**src/rtl/uart_pkg.sv**
```systemverilog
`default_nettype none
// ============================================================================
// Module : uart_pkg
// Brief  : Shared UART types. The entry record is used by both the receive
//          and transmit FIFOs so the storage array can be reused unchanged.
// Rev    : 1.0  initial release
// ============================================================================
package uart_pkg;

    // One buffered byte plus its frame-error flag, 9 bits total.
    typedef struct packed {
        logic       frame_err;
        logic [7:0] data;
    } uart_rx_entry_t;

    localparam int ENTRY_W = $bits(uart_rx_entry_t);

endpackage : uart_pkg
`default_nettype wire

```
**src/rtl/uart_fifo_mem.sv**
```systemverilog
`default_nettype none
// ============================================================================
// Module : uart_fifo_mem
// Brief  : DEPTH x WIDTH register array, one synchronous write port and one
//          asynchronous read port. The array is deliberately not reset.
// Ports  : clock_i  - system clock
//          we_i     - write enable
//          waddr_i  - write address
//          wdata_i  - write data
//          raddr_i  - read address
//          rdata_o  - read data (combinational from raddr_i)
// Rev    : 1.0  initial release
// ============================================================================
module uart_fifo_mem
    import uart_pkg::*;
#(
    parameter int DEPTH = 16,
    parameter int WIDTH = ENTRY_W,
    parameter int AW    = $clog2(DEPTH)
) (
    input  logic             clock_i,
    input  logic             we_i,
    input  logic [AW-1:0]    waddr_i,
    input  logic [WIDTH-1:0] wdata_i,
    input  logic [AW-1:0]    raddr_i,
    output logic [WIDTH-1:0] rdata_o
);

    logic [WIDTH-1:0] r_mem [DEPTH];

    always_ff @(posedge clock_i) begin
        if (we_i) begin
            r_mem[waddr_i] <= wdata_i;
        end
    end

    assign rdata_o = r_mem[raddr_i];

endmodule : uart_fifo_mem
`default_nettype wire

```
**src/rtl/uart_rx_fifo.sv**
```systemverilog
`default_nettype none
// ============================================================================
// Module : uart_rx_fifo
// Brief  : Receive buffer behind the UART receiver. Captures each completed
//          byte with its frame-error flag, presents the oldest entry
//          first-word-fall-through, and reports fill level, sticky overrun
//          and a threshold interrupt.
// Ports  : clock_i, reset_i (async, active-high)
//          rx_data_i/rx_complete_i/rx_frame_err_i - push side from receiver
//          rd_i, flush_i, clear_overrun_i, irq_level_i - CPU controls
//          rd_data_o/rd_frame_err_o - head entry, 0 when empty
//          empty_o, full_o, count_o, overrun_o, irq_o - status
// Rev    : 1.0  initial release
// ============================================================================
module uart_rx_fifo
    import uart_pkg::*;
#(
    parameter int DEPTH = 16
) (
    input  logic                     clock_i,
    input  logic                     reset_i,
    input  logic [7:0]               rx_data_i,
    input  logic                     rx_complete_i,
    input  logic                     rx_frame_err_i,
    input  logic                     rd_i,
    input  logic                     flush_i,
    input  logic                     clear_overrun_i,
    input  logic [$clog2(DEPTH):0]   irq_level_i,
    output logic [7:0]               rd_data_o,
    output logic                     rd_frame_err_o,
    output logic                     empty_o,
    output logic                     full_o,
    output logic [$clog2(DEPTH):0]   count_o,
    output logic                     overrun_o,
    output logic                     irq_o
);

    localparam int AW = $clog2(DEPTH);
    localparam int CW = AW + 1;

    localparam logic [CW-1:0] C_FULL_COUNT = CW'(DEPTH);
    localparam logic [CW-1:0] C_CNT_ONE    = {{(CW-1){1'b0}}, 1'b1};
    localparam logic [AW-1:0] C_PTR_ONE    = {{(AW-1){1'b0}}, 1'b1};

    logic [AW-1:0]  r_wr_ptr;
    logic [AW-1:0]  r_rd_ptr;
    logic [CW-1:0]  r_count;
    logic           r_overrun;

    logic           w_empty;
    logic           w_full;
    logic           w_push;
    logic           w_pop;
    logic           w_mem_we;
    uart_rx_entry_t w_wr_entry;
    uart_rx_entry_t w_head;

    assign w_empty = (r_count == '0);
    assign w_full  = (r_count == C_FULL_COUNT);

    // A push into a full FIFO is accepted only when a pop frees a slot in
    // the same cycle. A pop on an empty FIFO is ignored, so a push+pop into
    // an empty FIFO only pushes.
    assign w_push   = rx_complete_i && (!w_full || rd_i);
    assign w_pop    = rd_i && !w_empty;
    assign w_mem_we = w_push && !flush_i;

    assign w_wr_entry.frame_err = rx_frame_err_i;
    assign w_wr_entry.data      = rx_data_i;

    uart_fifo_mem #(
        .DEPTH (DEPTH),
        .WIDTH (ENTRY_W)
    ) u_mem (
        .clock_i (clock_i),
        .we_i    (w_mem_we),
        .waddr_i (r_wr_ptr),
        .wdata_i (w_wr_entry),
        .raddr_i (r_rd_ptr),
        .rdata_o (w_head)
    );

    // Pointer and count control. Flush overrides any same-cycle push/pop.
    always_ff @(posedge clock_i or posedge reset_i) begin
        if (reset_i) begin
            r_wr_ptr <= '0;
            r_rd_ptr <= '0;
            r_count  <= '0;
        end else if (flush_i) begin
            r_wr_ptr <= '0;
            r_rd_ptr <= '0;
            r_count  <= '0;
        end else begin
            if (w_push) begin
                r_wr_ptr <= r_wr_ptr + C_PTR_ONE;
            end
            if (w_pop) begin
                r_rd_ptr <= r_rd_ptr + C_PTR_ONE;
            end
            case ({w_push, w_pop})
                2'b10:   r_count <= r_count + C_CNT_ONE;
                2'b01:   r_count <= r_count - C_CNT_ONE;
                default: r_count <= r_count;
            endcase
        end
    end

    // Sticky overrun: set on a dropped byte, set wins over clear.
    always_ff @(posedge clock_i or posedge reset_i) begin
        if (reset_i) begin
            r_overrun <= 1'b0;
        end else if (rx_complete_i && w_full && !rd_i) begin
            r_overrun <= 1'b1;
        end else if (clear_overrun_i) begin
            r_overrun <= 1'b0;
        end
    end

    // Head is read combinationally from the array; it only changes on the
    // clock edge that moves rd_ptr, so it is stable through an rd_i cycle.
    assign rd_data_o      = w_empty ? 8'h00 : w_head.data;
    assign rd_frame_err_o = w_empty ? 1'b0  : w_head.frame_err;
    assign empty_o        = w_empty;
    assign full_o         = w_full;
    assign count_o        = r_count;
    assign overrun_o      = r_overrun;

    // count never exceeds DEPTH, so a level above DEPTH can never assert.
    assign irq_o = (irq_level_i != '0) && (r_count >= irq_level_i);

endmodule : uart_rx_fifo
`default_nettype wire

```
**config.mk**
```make
export PLATFORM = sky130hd
export DESIGN_NAME = uart_rx_fifo
export DESIGN_NICKNAME = d
export VERILOG_FILES = /design/src/rtl/uart_pkg.sv /design/src/rtl/uart_fifo_mem.sv /design/src/rtl/uart_rx_fifo.sv
export SDC_FILE = /design/constraint.sdc
export NUM_CORES = 1
export LEC_CHECK = 0
export BUFFER_PORTS_ARGS = -buffer_cell sky130_fd_sc_hd__buf_4
export CAP_MARGIN = 20
export CORE_MARGIN = 2
export CORE_UTILIZATION = 44
export CTS_CLUSTER_DIAMETER = 120
export DETAILED_ROUTE_END_ITERATION = 10
export HOLD_SLACK_MARGIN = 0.02
export PLACE_DENSITY = 0.59
export SLEW_MARGIN = 20
export SYNTH_ARGS = -nofsm -noshare
export SYNTH_HDL_FRONTEND = slang
export SYNTH_SLANG_ARGS = --single-unit
```
**constraint.sdc**
```tcl
create_clock -name clock_i -period 2.1 [get_ports clock_i]
set_input_delay 0.21 -clock clock_i [delete_from_list [all_inputs] [get_ports clock_i]]
set_output_delay 0.21 -clock clock_i [all_outputs]
set_load 0.02 [all_outputs]
```
==> out/qor.yml, run 1 <==
core-area_um2: 15030
die_w_um: 127.3
synth_edf_count: 144
synth_top_family_by_area: "multiplexers"
crit_path_start_kind: "flop"
cts.sinks: 158
grt_start_max_net_pins: 18
synth_nets: 403
wirelength_mm: 14.86
synth_mux_area_share_pct: 14.26
synthAdderAreaFrac_pct: 2.246
grt_pass1_vias: 3871
num_vias: 3767
netlist_area_um2: 6686
hold_path_class: "in2reg"
cts_tree: "built"
cp-end-kind: "primary output"
timing.hold.ws_ps: 96.16
drive_gt1_share_pct: 46.51
drt-wirelength-per-cell_um: 21.57
synth_compound_area_share_pct: 4.809
synth_xor_area_share_pct: 0.7859
antenna_left: 0
worst-path-max-fanout: 7
via_per_inst: 5.467
cp.required_ps: 1890
start_util_pct: 44.48
fin_crit_ps: 2394
tightest_slew_ps: 904.6
clock.fmax_mhz: 417.8
cp_data_arrival_time_ps: 2180
hpwl_mm: 9.697
cap_violations: 0
finClkSkew_ps: 7.685
grt_usage_pct: 19.49
drt-pass1-iter-count: 4
cts-root-buf: "clkbuf_16"
postSynthAreaPerCell_um2: 18.02
synthSimpleGateAreaFrac_pct: 5.838
yosysWarnings: 0
rows: 45
critPathKind: "reg2out"
yosysSeqAreaShare_pct: 69.91
grt-ovfl-total: 0
rsz0062_at_grt: "true"
port-buffer-count: 37
violations: "setup timing"
setup_tns_ps: -2527
drt_iter0_markers: 199
n_antenna_cell: 0
fin_nets: 520
place_congestion: 0.7995
stdcell_area_um2: 8786
run_status: "finished, violations left"
die_area_um2: 16200
die_h_um: 127.3
power_density_nw_per_um2: 1197
grt_pass1_wl_mm: 22.80
synth_seq_cells: 158
ir_drop_v: 0.0007728
syn_to_final_growth_pct: 31.40
drv_slew: 0
slew_headroom_pct: 39.47
fillerInstances: 1130
fin_crit_sh_pct: 114.0
hold_viol_final: 0
cts_buffer_depth: 2
clk_latency_ps: 420
path_clk_slew_ps: 60
placed_area_um2: 7667
leakage_nw: 3.135
synthCells: 371
finalSetupViolations: 12
io_pins: 38
async_flop_share_pct: 8.861
cts_made_buffers: 17
remaining_drc_errors: 0
cts_max_level: 4
synth_cell_type_count: 46
worst_slack_ps: -293.7
grt_antenna_before_repair: 0
ys.flop_type: "edfxtp_1"
==> cells by family (layout without fill, tap and decap cells) <==
| group | Yosys count | count (layout) |
|---|---|---|
| flops | 158 | 158 |
| buf+inv | 30 | 160 |
| xor+xnor | 6 | 6 |
| mux | 50 | 50 |
| compound gates | 42 | 42 |
| simple gates | 73 | 73 |
| fa+ha+maj | 12 | 12 |
==> critical path: stages, from the launching register on <==
cell,delay (ps)
dfrtp_2,440
buf_12,150
buf_4,110
mux4_2,530
a211oi_2,270
a211oi_2,80
buf_4,180
==> layer usage <==
metal | up-vias | global-route usage [%] | part of all wire [%]
met5 | - | 0 | 0
met2 | 85 | 32.49 | 51
met1 | 1949 | 25.60 | 44
met4 | 0 | 5.042 | 1.1
li1 | 1719 | - | -
met3 | 14 | 5.318 | 4.2
==> synth_stat cells, types with 2 or more instances <==
| cell | n | area share [%] |
|---|---|---|
| edfxtp_1 | 144 | 65 |
| mux4_2 | 36 | 12 |
| nor2_1 | 32 | 1.8 |
| a211oi_1 | 20 | 2.2 |
| dfrtp_1 | 14 | 5.2 |
| ha_1 | 12 | 2.2 |
| mux2i_1 | 12 | 1.8 |
| inv_1 | 11 | 0.62 |
| nor2b_1 | 11 | 1.0 |
| clkbuf_1 | 8 | 0.45 |
| nand2_1 | 8 | 0.45 |
| buf_2 | 7 | 0.52 |
| nand2b_1 | 6 | 0.56 |
| xor2_1 | 5 | 0.65 |
| o21ai_0 | 4 | 0.30 |
| nor3_1 | 3 | 0.22 |
| o211ai_1 | 3 | 0.34 |
| a211o_1 | 2 | 0.26 |
| a21oi_1 | 2 | 0.15 |
| and3_1 | 2 | 0.19 |
| buf_4 | 2 | 0.22 |
| buf_6 | 2 | 0.34 |
| mux2_1 | 2 | 0.34 |
==> report_power, final <==
group          total (mW)  internal, mW  switching (mW)  leakage, nW
clock network        3.49          2.25            1.24        0.330
logic                3.43          1.76            1.66         1.33
registers            3.61          3.53          0.0743         1.48
==> repair_timing <==
item | 4_1_cts | 5_1_grt
gates resized for setup | 35 | 19
cloned | 1 | 0
endpoints found under the setup margin | 18 | 19
setup buffers | 12 | 10
hold endpoints to repair | 15 | 0
hold buffers | 2 | 0
pin swaps | 12 | 10
==> final cells by class <==
type                       instances  area (um2)  share of cell area (%)
tap                              188       235.2                   2.677
inverter                          11       43.79                  0.4984
clock inverter                    15       256.5                   2.919
multi-input combinational        183        2078                   23.65
sequential                       158        4682                   53.29
timing repair buffer             117        1065                   12.12
clock buffer                      17       425.4                   4.842
==> final timing paths <==
path | from | to | slack, ps | cells past startpoint
min in group asynchronous | reset_i | overrun_o | 430 | 3
worst max register to register | count_o[1] | count_o[4] | -90 | 8
worst min register to register | overrun_o | overrun_o | 520 | 2
max in group asynchronous | reset_i | count_o[0] | 1230 | 3
worst max-delay path | r_rd_ptr[1] | rd_data_o[0] | -290 | 6
worst min-delay path | rx_data_i[5] | u_mem.r_mem[13][5] | 100 | 1
==> placed cells by master (no fill, tap or decap), types with 3 or more instances in the layout <==
cell / n
a211oi_1: 4
a211oi_2: 16
buf_12: 9
buf_4: 94
buf_6: 9
bufinv_16: 6
clkbuf_16: 17
clkinv_4: 3
dfrtp_1: 8
dfrtp_2: 6
edfxtp_1: 144
ha_1: 9
inv_1: 10
inv_6: 3
mux2i_1: 8
mux2i_2: 3
mux4_2: 36
nand2_1: 8
nand2b_1: 5
nor2_1: 32
nor2b_1: 8
nor2b_4: 3
o211ai_1: 3
o21ai_0: 4
xor2_1: 4
==> state kept, by name, summed over array words and instances (netlist names) <==
register	cells
u_mem.r_mem	144
count_o	5
r_wr_ptr	4
r_rd_ptr	4
overrun_o	1
==> through the flow <==
| step | instances | total power [mW] | util, % | worst slack [ps] |
|---|---|---|---|---|
| 2_1_floorplan | 371 | 5.352 | - | -29.15 |
| 4_1_cts | 679 | 10.42 | 57.43 | -314.3 |
| 3_5_place_dp | 634 | 6.536 | 51.00 | -19.46 |
| 5_1_grt | 689 | 10.97 | 58.44 | -359.7 |
| 3_3_place_gp | 634 | 6.496 | 51.00 | 10.87 |
| 6_report | 689 | 10.52 | 58.44 | -293.7 |
(Power assumes the default switching activity.)
==> run 2, diff against run 1 <==
CORE_UTILIZATION = 55   (was 44)
PLACE_DENSITY = 0.72   (was 0.59)
TNS_END_PERCENT = 10   (was unset)
==> run 2 against run 1 <==
The flow still finishes with violations (setup timing). Via count down 0.90%. Fmax down 3.4%. Clock power down 6.6%. Clock skew down 1.6 ps. Sequential power about the same. Critical path depth up 1. Worst setup slack worse by 83 ps. Final cell count down 12%. Count of clock-buffer cells in the layout up 3. Non-clock buffer count down 39. Wire length down 3.3%. Worst hold slack better by 0.55 ps. Highest routed layer unchanged.
==> out/qor.yml, run 2 (synthesis results as in run 1) <==
run_status: "finished, violations left"
violations: "setup timing"
grt-ovfl-total: 0  # unchanged
rsz0062_at_grt: "true"
grt_usage_pct: 23.89  # +4.4 points
port-buffer-count: 37  # unchanged
seq_area_um2: 4682  # unchanged
critPathKind: "reg2out"
mostFrequentLayoutCells: "edfxtp_1, buf_4, mux4_2"
fin_nets: 481  # -7.5%
path_delay_family: "multiplexers"
hold_viol_final: 0  # unchanged
worstPathCellList: "buf_6 -> buf_12 -> mux4_2 -> nor2b_4 -> a211oi_2 -> a211oi_2 -> buf_4"
drt-wirelength-per-cell_um: 23.58  # +9.4%
start_util_pct: 55.90  # +11 points
grt_antenna_before_repair: 0  # unchanged
cts.sinks: 158  # unchanged
cts-root-buf: "clkbuf_16"
grt_pass1_wl_mm: 21.98  # -3.6%
setup_tns_ps: -2969  # -441.5 ps
path_clk_slew_ps: 60  # about the same
critPathMaxStageDelay_ps: 500  # -30 ps
die_h_um: 114.3  # -10%
power.total_mw: 10.22  # -2.8%
worst-path-max-fanout: 5  # -2
via_per_inst: 6.130  # +12%
drive_gt1_share_pct: 43.07  # -3.4 points
slew_headroom_pct: 33.45  # -6.0 points
crit_path_start_kind: "flop"
largest_reg_flops: 144  # unchanged
power_density_nw_per_um2: 1216  # +1.6%
stdcell_area_um2: 8404  # -4.3%
hold_path_class: "in2reg"
core-area_um2: 11960  # -20%
finalSetupViolations: 11  # -1
worst_slack_ps: -377.1  # -83.41 ps
hpwl_mm: 8.446  # -13%
ir_drop_v: 0.0009029  # +17%
place_congestion: 0.8029  # +0.43%
worst-path-buf-inv: 3  # unchanged
io_pins: 38  # unchanged
cpMostUsedCell: "a211oi_2"
slowest_stage: "mux4_2"
cts_tree: "built"
syn_to_final_growth_pct: 25.69
final_common_cell: "edfxtp_1"
wirelength_mm: 14.36  # -3.3%
leakage_nw: 2.911  # -7.1%
layoutNonFillerInstCount: 609  # -12%
cp_data_arrival_time_ps: 2270  # +90 ps
clk_latency_ps: 420  # about the same
drt-pass1-iter-count: 5  # +1
drv_slew: 0  # unchanged
die_area_um2: 13060  # -19%
largest_register: "u_mem.r_mem"
placed_area_um2: 7308  # -4.7%
antenna_left: 0  # unchanged
cp-end-kind: "primary output"
cp.required_ps: 1890  # about the same
clock.fmax_mhz: 403.7  # -3.4%
n_antenna_cell: 0  # unchanged
drt_iter0_markers: 355  # +78%
remaining_drc_errors: 0  # unchanged
grt_start_max_net_pins: 20  # +2
finClkSkew_ps: 6.059  # -1.626 ps
cts_made_buffers: 17  # unchanged
fin_crit_ps: 2477  # +83.41 ps
rows: 40  # -11%
cap_violations: 0  # unchanged
tightest_slew_ps: 998.3  # +93.72 ps
die_w_um: 114.3  # -10%
fin_crit_sh_pct: 118.0  # +4.0 points
fillerInstances: 735  # -35%
cts_buffer_depth: 2  # unchanged
cts_max_level: 4  # unchanged
place_inst: 562  # -11%
multi_input_comb_area_um2: 2116  # +1.8%
grt_pass1_vias: 3792  # -2.0%
num_vias: 3733  # -0.90%
## run 2: changes by cell type in the layout (fill, tap and decap cells not counted), moves of 4 or more
cell,change
buf_4,-32
buf_6,-5
buf_12,-4
nor2_1,-10
nor2_2,+10
## run 2: through the flow
stage          util [%]  hold slack [ps]  setup slack (ps)
2_1_floorplan         -            98.95            -29.15
6_report          70.26            96.71            -377.1
5_1_grt           70.26            101.0            -458.8
4_1_cts           69.68            88.43            -314.7
3_3_place_gp      61.10            311.5            0.5531
3_5_place_dp      61.10            331.0            -53.37
## run 2: power by group
group	internal, mW	switching, mW
clock	2.10	1.16
combinational	1.65	1.69
sequential	3.53	0.0876
total	7.28	2.94
## run 2: worst paths after layout
kind / from / to / slack, ps / cells past startpoint
hold / removal: rx_complete_i / overrun_o / 100 / 3
setup / recovery: r_rd_ptr[1] / rd_data_o[1] / -380 / 7
max in group asynchronous: reset_i / count_o[3] / 1240 / 3
setup reg to reg: count_o[3] / count_o[4] / 30 / 7
hold reg to reg: overrun_o / overrun_o / 560 / 2
min in group asynchronous: reset_i / r_rd_ptr[2] / 430 / 3
## run 2: per-layer routing
metal	GRT usage (%)	part of all wire (%)	vias to the layer above
met5	0	0	-
met4	7.236	1.4	0
met3	5.770	5.9	17
met2	38.41	50	134
met1	33.03	42	1947
li1	-	-	1635
## run 2: tightest hold or removal path: stages
cell and delay (ps):
buf_4 130, nand2_1 60, o21ai_0 80
## run 2: what timing repair did
item / 4_1_cts / 5_1_grt
setup buffers: 7 / 0
hold buffers: 3 / 0
hold endpoints to repair: 17 / 0
pin swaps: 16 / 9
endpoints found under the setup margin: 21 / 95
cloned: 5 / 0
resized for setup: 44 / 18
## run 2: area by class of cell
type	instances	area share [%]
Clock inverter	12	2.278
Inverter	11	0.5211
Sequential cell	158	55.71
Multi-Input combinational cell	183	25.17
Clock buffer	20	5.196
Timing Repair Buffer	78	8.933
Tap cell	147	2.188
==> run 3, diff against run 2 <==
PLACE_DENSITY = 0.77   (was 0.72)
clock period = 2.7 ns   (was 2.1 ns; I/O delays follow)
==> run 3 against run 2 <==
The run now ends clean. Die area unchanged. Worst hold slack got worse by 33 ps. Clock power is 30% lower. Final area is 7.0% lower. Count of clock-buffer cells in the layout decreased by 2. Flip-flop and latch count stayed put. Worst setup slack better by 490 ps. Core utilization is 4.9 points lower. Largest cell class unchanged. Largest power group unchanged.
==> out/qor.yml, run 3 (synthesis results as in run 1) <==
leakage_nw: 2.663  # -8.5%
finClkSkew_ps: 13.09  # +7.034 ps
wl_met1_mm: 5.772  # -5.3%
cts-root-buf: "clkbuf_16"
remaining_drc_errors: 0  # unchanged
antenna_left: 0  # unchanged
syn_to_final_growth_pct: 16.88
cp-end-kind: "primary output"
seq_area_um2: 4679  # about the same
n_antenna_cell: 0  # unchanged
core-area_um2: 11960  # unchanged
holdPathStages: 2  # -1
setup_tns_ps: 0  # +2969 ps
cp_data_arrival_time_ps: 2320  # +50 ps
cts_buffer_depth: 2  # unchanged
num_vias: 3545  # -5.0%
grt-ovfl-total: 0  # unchanged
dr_wl_met3_um: 754  # -10%
fin_crit_ps: 2588
port-buffer-count: 37  # unchanged
power_density_nw_per_um2: 898.1  # -26%
r2r-start: "count_o[1]"
largest_reg_flops: 144  # unchanged
rr_endpoint: "count_o[4]"
clock.fmax_mhz: 386.4
p_switching_mw: 2.030  # -31%
pwr-share-comb_pct: 27.0  # -5.7 points
mostFrequentLayoutCells: "edfxtp_1, buf_4, mux4_2"
clk_latency_ps: 420  # about the same
internal-power_mw: 4.989  # -32%
via_per_inst: 6.049  # -1.3%
grt_pass1_wl_mm: 20.38  # -7.3%
crit_path_start_kind: "flop"
critPathKind: "reg2out"
drt_iter0_markers: 296  # -17%
wirelength_mm: 13.12  # -8.7%
hold_viol_final: 0  # unchanged
run_status: "finished clean"
grt_start_max_net_pins: 29  # +45%
grt_pass1_vias: 3494  # -7.9%
drive_gt1_share_pct: 30.30  # -13 points
finalSetupViolations: 0  # -11
die_area_um2: 13060  # unchanged
path_clk_slew_ps: 60  # about the same
grt_usage_pct: 21.81  # -2.1 points
grt_antenna_before_repair: 0  # unchanged
cts_tree: "built"
r2r_setup_slack_ps: 310  # +280 ps
rows: 40  # unchanged
cp.required_ps: 2430  # +540 ps
critPathMaxStageDelay_ps: 510  # about the same
route.met2.wl_mm: 6.413  # -11%
rsz0062_at_grt: "false"
seqPwrFrac_pct: 40.6  # +5.2 points
hold_path_class: "in2reg"
slew_headroom_pct: 29.01  # -4.4 points
place_congestion: 0.8244  # +2.7%
ir_drop_v: 0.0004856  # -46%
hold_start: "clear_overrun_i"
worstPathCellList: "buf_8 -> mux4_2 -> nor2b_1 -> a211oi_1 -> a211oi_1 -> buf_4"
power.total_mw: 7.019  # -31%
drv_slew: 0  # unchanged
die_h_um: 114.3  # unchanged
min_to: "overrun_o"
cts_max_level: 4  # unchanged
reg2reg_depth: 8  # +1
cap_violations: 0  # unchanged
final_common_cell: "edfxtp_1"
hpwl_mm: 8.029  # -4.9%
largest_register: "u_mem.r_mem"
cpMostUsedCell: "a211oi_1"
start_util_pct: 55.90  # unchanged
io_pins: 38  # unchanged
worst-path-max-fanout: 19  # +14
fin_crit_sh_pct: 95.86
path_delay_family: "multiplexers"
fillerInstances: 775  # +5.4%
multi_input_comb_area_um2: 1881  # -11%
cts_made_buffers: 17  # unchanged
fin_nets: 458  # -4.8%
tightest_slew_ps: 1061  # +62.58 ps
top_layer: "met4"
swShare_pct: 28.92  # +0.17 points
drt-wirelength-per-cell_um: 22.39  # -5.1%
cts.sinks: 158  # unchanged
pwr-share-clk_pct: 32.4  # +0.5 points
worst-path-buf-inv: 2  # -1
die_w_um: 114.3  # unchanged
drt-pass1-iter-count: 5  # unchanged
slowest_stage: "mux4_2"
run 3: cell types whose count changed in the layout (fill, tap and decap cells not counted), moves of 6 or more:
cell and change:
a211oi_1 +18, a211oi_2 -18, buf_4 -12, mux2i_1 +6, nor2_1 +7, nor2_2 -7
run 3: layout make-up:
| cell class | count | share of cell area [%] |
|---|---|---|
| Sequential cell | 158 | 59.88 |
| Clock inverter | 14 | 1.793 |
| Multi-Input combinational cell | 183 | 24.06 |
| Tap cell | 147 | 2.353 |
| Clock buffer | 18 | 5.492 |
| Inverter | 11 | 0.5283 |
| Timing Repair Buffer | 55 | 5.892 |
run 3: worst max path at each step:
stage	end	cells past startpoint	from	slack, ps
after floorplan	count_o[4]	8	count_o[1]	420
after global placement	count_o[4]	8	count_o[1]	390
after detailed placement	count_o[4]	8	count_o[1]	330
after CTS	rd_data_o[0]	5	r_rd_ptr[0]	30
after global routing	rd_data_o[6]	6	r_rd_ptr[1]	20
final	rd_data_o[6]	6	r_rd_ptr[1]	110
run 3: power groups by stage:
stage / registers [mW] / clock network [mW] / logic [mW]
6_report: 2.85 / 2.28 / 1.90
5_1_grt: 2.86 / 2.41 / 2.05
4_1_cts: 2.85 / 2.31 / 1.90
3_5_place_dp: 2.90 / 0 / 1.87
3_3_place_gp: 2.89 / 0 / 1.84
2_1_floorplan: 2.89 / 0 / 1.26
run 3: per-stage QoR:
| step | utilization [%] | instances | hold WS [ps] | instance area (um2) | setup slack [ps] |
|---|---|---|---|---|---|
| after detailed placement | 60.30 | 553 | 360.4 | 7213 | 334.9 |
| after CTS | 65.22 | 586 | 48.30 | 7801 | 34.81 |
| final | 65.33 | 586 | 63.37 | 7815 | 111.8 |
| after global routing | 65.33 | 586 | 57.05 | 7815 | 19.65 |
| after floorplan | - | 371 | 159.2 | 6686 | 419.3 |
| after global placement | 60.30 | 553 | 350.1 | 7213 | 391.3 |
run 3: repair_timing:
item | in CTS | in global routing
setup endpoints to repair | 4 | 3
hold buffers | 1 | 0
gates resized for setup | 2 | 2
buffers inserted | 0 | 0
gates cloned | 0 | 0
hold endpoints to repair | 14 | 0
run 3: layer usage:
layer	up-vias	track usage [%]
met4	0	7.724
met3	15	6.194
met2	125	33.53
met5	-	0
li1	1597	-
met1	1808	30.37
